### src/rtl/ppu_regs_if.sv
// CPU-side register bus for the PPU register file ($2000-$2007).
//   address  : CPU address; the PPU decodes address[15:13] == 3'b001
//   in       : CPU write data
//   rd / we  : one-cycle read / write strobes
//   out      : registered read data, valid the cycle after rd
//   lock_cpu : high while the CPU clock-enable is withheld
// master = CPU side, slave = PPU register file.
interface ppu_regs_if;
    logic [15:0] address;
    logic [7:0]  in;
    logic        rd;
    logic        we;
    logic [7:0]  out;
    logic        lock_cpu;

    modport master (
        output address, in, rd, we,
        input  out, lock_cpu
    );

    modport slave (
        input  address, in, rd, we,
        output out, lock_cpu
    );
endinterface

### src/rtl/ppu_regs.sv
// PPU register file ($2000-$2007) and CPU-side VRAM writer.
// Owns PPUCTRL/PPUMASK, scroll, OAM address/data, the VRAM address pair v/t with
// write toggle w, the read buffer, the palette RAM, the VBlank flag and NMI. CPU
// accesses to VRAM through $2007 wait for a renderer idle slot (vram_free) while
// the CPU is stalled via lock_cpu.
// Ports:
//   clock, reset_n         : clock, asynchronous active-low reset
//   cpu                    : CPU register bus (slave side)
//   vram_free              : renderer not using VRAM this cycle
//   vram_addr/out/we       : VRAM write-side port; vram_in is read data (1-cycle latency)
//   pal_idx / pal_data     : renderer palette lookup (combinational)
//   vblank_set/vblank_clr  : VBlank start / pre-render pulses
//   nmi                    : vblank & ctrl[7]
//   ctrl, mask, scroll_x, scroll_y, oam_addr, oam_data, oam_we : register state
module ppu_regs #(
    parameter int unsigned INC_WRAP = 14
) (
    input  logic        clock,
    input  logic        reset_n,
    ppu_regs_if.slave   cpu,
    input  logic        vram_free,
    output logic [13:0] vram_addr,
    input  logic [7:0]  vram_in,
    output logic [7:0]  vram_out,
    output logic        vram_we,
    input  logic [3:0]  pal_idx,
    output logic [5:0]  pal_data,
    input  logic        vblank_set,
    input  logic        vblank_clr,
    output logic        nmi,
    output logic [7:0]  ctrl,
    output logic [7:0]  mask,
    output logic [7:0]  scroll_x,
    output logic [7:0]  scroll_y,
    output logic [7:0]  oam_addr,
    output logic [7:0]  oam_data,
    output logic        oam_we
);

    typedef enum logic [2:0] {StIdle, StWait, StAcc, StRlat, StDone} state_e;

    state_e               state_q;
    logic [INC_WRAP-1:0]  v_q;
    logic [5:0]           t_hi_q;
    logic                 w_q;
    logic [7:0]           rdbuf_q;
    logic                 vblank_q;
    logic                 lock_q;
    logic [7:0]           out_q;
    logic                 op_wr_q;
    logic [13:0]          vram_addr_q;
    logic [7:0]           vram_out_q;
    logic [7:0]           ctrl_q, mask_q, scroll_x_q, scroll_y_q;
    logic [7:0]           oam_addr_q, oam_data_q;
    logic                 oam_we_q;
    logic [5:0]           pal_q [32];

    logic                 sel;
    logic [2:0]           reg_sel;
    logic                 idle_ok, wr_acc, rd_acc;
    logic [13:0]          v14;
    logic                 is_pal;
    logic [13:0]          vram_map;
    logic [4:0]           pal_wi;
    logic [INC_WRAP-1:0]  v_step, v_inc_d;
    logic                 unused_addr;

    assign sel         = (cpu.address[15:13] == 3'b001);
    assign reg_sel     = cpu.address[2:0];
    assign unused_addr = ^cpu.address[12:3];

    // The state check is redundant with lock_q in practice but keeps the
    // acceptance rule independent of how lock is sequenced.
    assign idle_ok = (state_q == StIdle) && !lock_q;
    assign wr_acc  = idle_ok && sel && cpu.we;
    assign rd_acc  = idle_ok && sel && cpu.rd && !cpu.we;

    assign v14      = 14'(v_q);
    assign is_pal   = (v14 >= 14'h3F00);
    // $3000-$3EFF mirrors the nametables at $2000-$2EFF.
    assign vram_map = (v14 >= 14'h3000) ? (v14 - 14'h1000) : v14;
    // Sprite-palette entry 0 of each group aliases the background entry.
    assign pal_wi   = (v_q[4] && (v_q[1:0] == 2'b00)) ? {1'b0, v_q[3:0]} : v_q[4:0];

    assign v_step  = ctrl_q[2] ? INC_WRAP'(32) : INC_WRAP'(1);
    assign v_inc_d = v_q + v_step;

    always_ff @(posedge clock or negedge reset_n) begin
        if (!reset_n) begin
            state_q     <= StIdle;
            v_q         <= '0;
            t_hi_q      <= '0;
            w_q         <= 1'b0;
            rdbuf_q     <= '0;
            vblank_q    <= 1'b0;
            lock_q      <= 1'b0;
            out_q       <= '0;
            op_wr_q     <= 1'b0;
            vram_addr_q <= '0;
            vram_out_q  <= '0;
            ctrl_q      <= '0;
            mask_q      <= '0;
            scroll_x_q  <= '0;
            scroll_y_q  <= '0;
            oam_addr_q  <= '0;
            oam_data_q  <= '0;
            oam_we_q    <= 1'b0;
            for (int i = 0; i < 32; i++) begin
                pal_q[i] <= '0;
            end
        end else begin
            // OAM address advances after the write pulse has used it; a $2003
            // write in the same cycle overrides below.
            oam_we_q <= 1'b0;
            if (oam_we_q) begin
                oam_addr_q <= oam_addr_q + 8'd1;
            end

            case (state_q)
                StIdle: begin
                    if (wr_acc) begin
                        case (reg_sel)
                            3'd0: ctrl_q <= cpu.in;
                            3'd1: mask_q <= cpu.in;
                            3'd3: oam_addr_q <= cpu.in;
                            3'd4: begin
                                oam_data_q <= cpu.in;
                                oam_we_q   <= 1'b1;
                            end
                            3'd5: begin
                                if (w_q) scroll_y_q <= cpu.in;
                                else     scroll_x_q <= cpu.in;
                                w_q <= ~w_q;
                            end
                            3'd6: begin
                                if (w_q) v_q    <= INC_WRAP'({t_hi_q, cpu.in});
                                else     t_hi_q <= cpu.in[5:0];
                                w_q <= ~w_q;
                            end
                            3'd7: begin
                                if (is_pal) begin
                                    pal_q[pal_wi] <= cpu.in[5:0];
                                    v_q           <= v_inc_d;
                                end else begin
                                    op_wr_q     <= 1'b1;
                                    vram_addr_q <= vram_map;
                                    vram_out_q  <= cpu.in;
                                    lock_q      <= 1'b1;
                                    state_q     <= StWait;
                                end
                            end
                            default: ;
                        endcase
                    end
                    if (rd_acc) begin
                        case (reg_sel)
                            3'd2: begin
                                out_q    <= {vblank_q, 7'b0};
                                vblank_q <= 1'b0;
                                w_q      <= 1'b0;
                            end
                            3'd7: begin
                                if (is_pal) begin
                                    out_q <= {2'b00, pal_q[pal_wi]};
                                    v_q   <= v_inc_d;
                                end else begin
                                    out_q       <= rdbuf_q;
                                    op_wr_q     <= 1'b0;
                                    vram_addr_q <= vram_map;
                                    lock_q      <= 1'b1;
                                    state_q     <= StWait;
                                end
                            end
                            default: out_q <= rdbuf_q;
                        endcase
                    end
                end
                StWait: begin
                    if (vram_free) state_q <= StAcc;
                end
                StAcc: begin
                    // Hold the access if the renderer reclaims the slot.
                    if (vram_free) state_q <= op_wr_q ? StDone : StRlat;
                end
                StRlat: begin
                    rdbuf_q <= vram_in;
                    state_q <= StDone;
                end
                StDone: begin
                    lock_q  <= 1'b0;
                    v_q     <= v_inc_d;
                    state_q <= StIdle;
                end
                default: state_q <= StIdle;
            endcase

            // Set wins over a coincident $2002 clear and over vblank_clr.
            if (vblank_clr) vblank_q <= 1'b0;
            if (vblank_set) vblank_q <= 1'b1;
        end
    end

    assign cpu.out      = out_q;
    assign cpu.lock_cpu = lock_q;
    assign vram_addr    = vram_addr_q;
    assign vram_out     = vram_out_q;
    assign vram_we      = (state_q == StAcc) && op_wr_q && vram_free;
    assign pal_data     = pal_q[{1'b0, pal_idx}];
    assign nmi          = vblank_q & ctrl_q[7];
    assign ctrl         = ctrl_q;
    assign mask         = mask_q;
    assign scroll_x     = scroll_x_q;
    assign scroll_y     = scroll_y_q;
    assign oam_addr     = oam_addr_q;
    assign oam_data     = oam_data_q;
    assign oam_we       = oam_we_q;

endmodule
### src/flat_wrapper.sv
// flat-port wrapper written by rule: the top's interface ports become plain ports
module ppu_regs_flat 
#(
    parameter int unsigned INC_WRAP = 14
)
  (clock, reset_n, vram_free, vram_addr, vram_in, vram_out, vram_we, pal_idx, pal_data, vblank_set, vblank_clr, nmi, ctrl, mask, scroll_x, scroll_y, oam_addr, oam_data, oam_we, cpu_address, cpu_in, cpu_rd, cpu_we, cpu_out, cpu_lock_cpu);
  ppu_regs_if cpu_i ();
  input  logic clock;
  input  logic reset_n;
  input  logic vram_free;
  output logic [13:0] vram_addr;
  input  logic [7:0] vram_in;
  output logic [7:0] vram_out;
  output logic vram_we;
  input  logic [3:0] pal_idx;
  output logic [5:0] pal_data;
  input  logic vblank_set;
  input  logic vblank_clr;
  output logic nmi;
  output logic [7:0] ctrl;
  output logic [7:0] mask;
  output logic [7:0] scroll_x;
  output logic [7:0] scroll_y;
  output logic [7:0] oam_addr;
  output logic [7:0] oam_data;
  output logic oam_we;
  input wire logic [$bits(cpu_i.address)-1:0] cpu_address;
  input wire logic [$bits(cpu_i.in)-1:0] cpu_in;
  input wire logic [$bits(cpu_i.rd)-1:0] cpu_rd;
  input wire logic [$bits(cpu_i.we)-1:0] cpu_we;
  output wire logic [$bits(cpu_i.out)-1:0] cpu_out;
  output wire logic [$bits(cpu_i.lock_cpu)-1:0] cpu_lock_cpu;
  assign cpu_i.address = cpu_address;
  assign cpu_i.in = cpu_in;
  assign cpu_i.rd = cpu_rd;
  assign cpu_i.we = cpu_we;
  assign cpu_out = cpu_i.out;
  assign cpu_lock_cpu = cpu_i.lock_cpu;
  ppu_regs #(.INC_WRAP(INC_WRAP)) u_core (.clock(clock), .reset_n(reset_n), .cpu(cpu_i), .vram_free(vram_free), .vram_addr(vram_addr), .vram_in(vram_in), .vram_out(vram_out), .vram_we(vram_we), .pal_idx(pal_idx), .pal_data(pal_data), .vblank_set(vblank_set), .vblank_clr(vblank_clr), .nmi(nmi), .ctrl(ctrl), .mask(mask), .scroll_x(scroll_x), .scroll_y(scroll_y), .oam_addr(oam_addr), .oam_data(oam_data), .oam_we(oam_we));
endmodule
### config.mk
export PLATFORM = sky130hd
export DESIGN_NAME = ppu_regs_flat
export DESIGN_NICKNAME = d
export VERILOG_FILES = /design/src/rtl/ppu_regs_if.sv /design/src/rtl/ppu_regs.sv /design/src/flat_wrapper.sv
export SDC_FILE = /design/constraint.sdc
export NUM_CORES = 1
export LEC_CHECK = 0
export CAP_MARGIN = 25
export CORE_ASPECT_RATIO = 1.2
export CORE_MARGIN = 3
export CORE_UTILIZATION = 40
export CTS_CLUSTER_DIAMETER = 120
export DETAILED_ROUTE_END_ITERATION = 8
export GPL_TIMING_DRIVEN = 0
export PLACE_DENSITY = 0.57
export SETUP_SLACK_MARGIN = 0.15
export SLEW_MARGIN = 20
export SYNTH_ARGS = -nofsm -noshare
export SYNTH_HDL_FRONTEND = slang
export SYNTH_SLANG_ARGS = --single-unit
### constraint.sdc
create_clock -name clock -period 14.3 [get_ports clock]
set_input_delay 4.29 -clock clock [delete_from_list [all_inputs] [get_ports clock]]
set_output_delay 4.29 -clock clock [all_outputs]
set_load 0.005 [all_outputs]
Word level (Yosys, flattened, before mapping) --
Index checks and enable logic that the tools add are counted. Widths: inputs -> output; s select.
Cells by class: add/sub/neg operators 3, bitwise logic cells 5, mux-type cells 67, equality and inequality tests 14, reduce and logical (&&, ||, !) cells 30, order comparisons 5
Operators by type and width (number):
- $bwmux 192 | 1
- $mux 14 | 13
- $bmux 6 s5 | 2
- $pmux 14 s2 | 2
- $mux 8 | 5
- $mux 6 | 6
- $demux 6 s5 | 1
- $ge 14x14->1 const B | 2
- $mux 3 | 9
- $mux 1 | 24
- $reduce_and 4->1 | 5
- $pmux 8 s2 | 1
- $eq 3x3->1 const B | 5
- $add 14x14->14 | 1
- $sub 14x13->14 const B | 1
- $eq 3x2->1 const B | 4
- $ge 6x6->1 const B | 2
- $pmux 3 s4 | 1
- $reduce_and 3->1 | 4
- $eq 3x1->1 const B | 3
- $logic_and 1x1->1 | 9
- $reduce_bool 3->1 | 3
- $add 8x1->8 const B | 1
- $logic_not 3->1 | 2
- other kinds (13) | 17
Storage, ports and cells: logic and storage cells 174, output and inout bits 88, register bits 306

Logic depth before layout (Yosys ltp) --
depth after elaboration 9, mapped depth 8, mapped depth without buffers 8

Worst setup path after synthesis --
OpenSTA, ideal clock, no wires.
path type in2out, start point in pal_idx[0], end point out pal_data[0], buffers on the path 2, arrival time 6164 ps, required time 10010 ps, path slack 3846 ps, stages on the path 4, cell sequence clkbuf_1 buf_1 mux4_2 mux4_2
On the way: longest elaborated chain between the ends 4
Ends and longest elaborated chain:
- from (decl) | RTL line flat_wrapper.sv:15 | input logic [3:0] pal_idx;
- $not 4->6 (implied by the code) | RTL line ppu_regs.sv:208 | assign pal_data = pal_q[{1'b0, pal_idx}];
- $bmux 6 s5 | RTL line ppu_regs.sv:208
- $mux 6 (implied by the code) (2 in series) | RTL line ppu_regs.sv:208
- to (decl) | RTL line flat_wrapper.sv:16 | output logic [5:0] pal_data;
Every way passes these cells. The select of a mux whose other input is x is not followed.

Final worst setup path --
start point in pal_idx[0], end point out pal_data[4]
The elaborated chain is that of the path after synthesis.

==> results.toml <==
[routing]
drc_errors = 0
antenna_left = 0
num_vias = 9545
dr.pass1.iters = 7
drtIter0Drc = 666
wl_per_cell_um = 23.39
routed_wl_um = 39150
avgViaCountPerCell = 5.702

[global_route]
grt_max_degree = 92
grt-ovfl-total = 0
grt.busiest_layer = "met2"
met2_usage = 0.3658
grt_use_met1 = 0.2832
grt_pass1_wl_um = 60520
track_usage = 0.2127
antenna_found_initial = 0
met3_usage = 0.03171
grt_pass1_vias = 9676

[critical_path]
start_kind = "primary input"
crit_fanout = 6
required_ps = 10010
critPathTopFamily = "buffers and inverters"
critical_path_buf_inv_count = 4
crit_slowest_cell = "mux4_2"
crit_path_max_incr_delay_ps = 520
path_cells = "clkbuf_1 -> buf_1 -> buf_6 -> mux4_2 -> mux4_2 -> clkdlybuf4s50_1"
arrival_ps = 6880
crit_type = "in -> out"
path_common_cell = "mux4_2"
end_kind = "primary output"

[placement]
dpl.hpwl_um = 27690
port_buffers = 111
dpl-instance-area_um2 = 15750
dp_cells = 1618
dp_slack_ps = 2833
gp_congestion = 0.9151

[timing]
worst_slack_ps = 3130
drv_slew = 0
setup_violations = 0
period_share = 0.7811
max_slew_margin = 0.2413
fmax_mhz = 89.53
finalHoldViolCount = 0
hold_slack_ps = 477.6
rsz0062_at_grt = "false"
fin_crit_ps = 11170
finClkSkew_ps = 11.46
tightest_slew_ps = 1136

[layout]
instances_no_fill = 1674
fin_area_um2 = 16770
layout_common_cells = "282 x dfrtp_1, 239 x mux2_2, 110 x clkdlybuf4s50_1"
antenna_cells = 0
layout-drive-gt1-share = 0.3235
layout.nets = 1245
layout_commonest_cell = "dfrtp_1"
area_delta_synth_final_pct = 20.43

[outcome]
outcome = "finished clean"

[cts]
numCtsBuffers = 30
clk_pin_slew_ps = 60
clock-root-buffer = "clkbuf_16"
post_cts_buffers = 0
ctsResizeCount = 0
htree_num_levels = 1
cts_hold_buf = 0
clock_path_buffers = 3
clock_latency_ps = 560
cts_tree = "yes"
cts.sinks = 282

[run]
maxCapViolations = 0

[power]
power_density_nw_per_um2 = 139.7
power.static_leakage_nw = 7.276
p_total_mw = 2.344
ir_drop_uv = 84.91

[synth]
synth_warnings = 0
async_flop_share = 1.000
synth_compound_area_frac = 0.05982
synth_cells = 1045
synth_adder_area_share = 0.003593
synth-xor-area-share = 0.005659
synthMuxAreaShare = 0.3186
synth_top_family_by_area = "multiplexers"
seq_area_frac_synth = 0.5066
synth_edf_count = 0
synth_seq_cells = 282
synth_simple_gate_area_frac = 0.07994
synth_area_um2 = 13930
synthDistinctLibCells = 67
syn_area_per_cell_um2 = 13.33
ys.flop_type = "dfrtp_1"
syn-num-nets = 1092

[floorplanning]
dieHeight_um = 210.4
num_io_pins = 131
rows = 74
fp.dieW_um = 176.4
start_util = 0.4077
die_area_um2 = 37110
core_area_um2 = 34170

[min_path]
worstHoldPathType = "reg -> reg"
## per-stage QoR
step | setup TNS [ps] | utilization
floorplan | 0 | -
global placement | -1039590 | 0.4569
detailed placement | 0 | 0.4609
CTS | 0 | 0.4896
global route | 0 | 0.4910
finish | 0 | 0.4910
## final timing paths
| check | startpoint | to | slack [ps] | cells after the start |
|---|---|---|---|---|
| worst max-delay path | pal_idx[0] | pal_data[4] | 3130 | 6 |
| worst min-delay path | u_core.cpu.out[7] | u_core.cpu.out[7] | 480 | 2 |
| worst max register to register | u_core.state_q[1] | u_core.pal_q[185] | 10550 | 7 |
| worst min register to register | u_core.cpu.out[7] | u_core.cpu.out[7] | 480 | 2 |
| max in group asynchronous | reset_n | u_core.pal_q[105] | 9480 | 3 |
| min in group asynchronous | reset_n | u_core.vram_out[7] | 3620 | 1 |
## area by class of cell
| type | count | area, um^2 |
|---|---|---|
| clock buffers | 40 | 869.6 |
| repair buffers | 121 | 1272 |
| clock inverters | 12 | 112.6 |
| well taps | 456 | 570.5 |
| flip-flops and latches | 282 | 7057 |
| plain buffers | 80 | 331.6 |
| inverters | 8 | 30.03 |
| multi-input cells | 675 | 6531 |
| fillers | 3067 | 17390 |
## report_power, final
| group | internal, mW | total [mW] | switching [mW] |
|---|---|---|---|
| combinational | 0.283 | 0.614 | 0.331 |
| clock | 0.458 | 0.778 | 0.320 |
| sequential | 0.888 | 0.951 | 0.0631 |
## cell families (layout without fill, tap and decap cells)
logic type      after synthesis  count (layout)
mux                         331             331
buf+inv                      88             261
compound gates              118             118
simple gates                213             213
xor+xnor                      9               9
fa+ha+maj                     4               4
flops                       282             282
## synth_stat cells, types with 9 or more instances
master	instances	area [um^2]
a22oi_1	16	120.1
nand4_1	15	93.84
clkbuf_1	52	195.2
a22o_1	14	122.6
buf_1	19	71.32
o21ai_0	25	125.1
a21oi_1	16	80.08
nor3_1	14	70.07
mux4_2	66	1486
dfrtp_1	282	7057
nand3_1	14	70.07
nand2_1	68	255.2
mux2i_1	26	260.3
mux2_2	239	2691
nor2_1	42	157.7
o22ai_1	9	56.30
nand2b_1	11	68.82
## tightest hold or removal path, cell delays in order (launching register included)
cell and delay, ps:
dfrtp_1 340, nand2_1 40, o21ai_0 60
## flip-flops by register name, indices dropped and copies added, names as in the netlist
| register | flops |
|---|---|
| u_core.vblank_q | 1 |
| u_core.ctrl | 8 |
| u_core.oam_addr | 8 |
| u_core.vram_addr | 14 |
| u_core.w_q | 1 |
| u_core.cpu.out | 8 |
| u_core.state_q | 3 |
| u_core.t_hi_q | 6 |
| u_core.op_wr_q | 1 |
| u_core.vram_out | 8 |
| u_core.oam_we | 1 |
| u_core.scroll_x | 8 |
| u_core.oam_data | 8 |
| u_core.scroll_y | 8 |
| u_core.v14 | 14 |
| u_core.cpu.lock_cpu | 1 |
| u_core.rdbuf_q | 8 |
| u_core.mask | 8 |
| u_core.pal_q | 168 |
## per-layer routing
metal | wire [um] | up-vias
li1 | - | 4212
met1 | 16280 | 5011
met2 | 19800 | 267
met3 | 2109 | 55
met4 | 955 | 0
met5 | 0 | -
(Power assumes the default switching activity.)
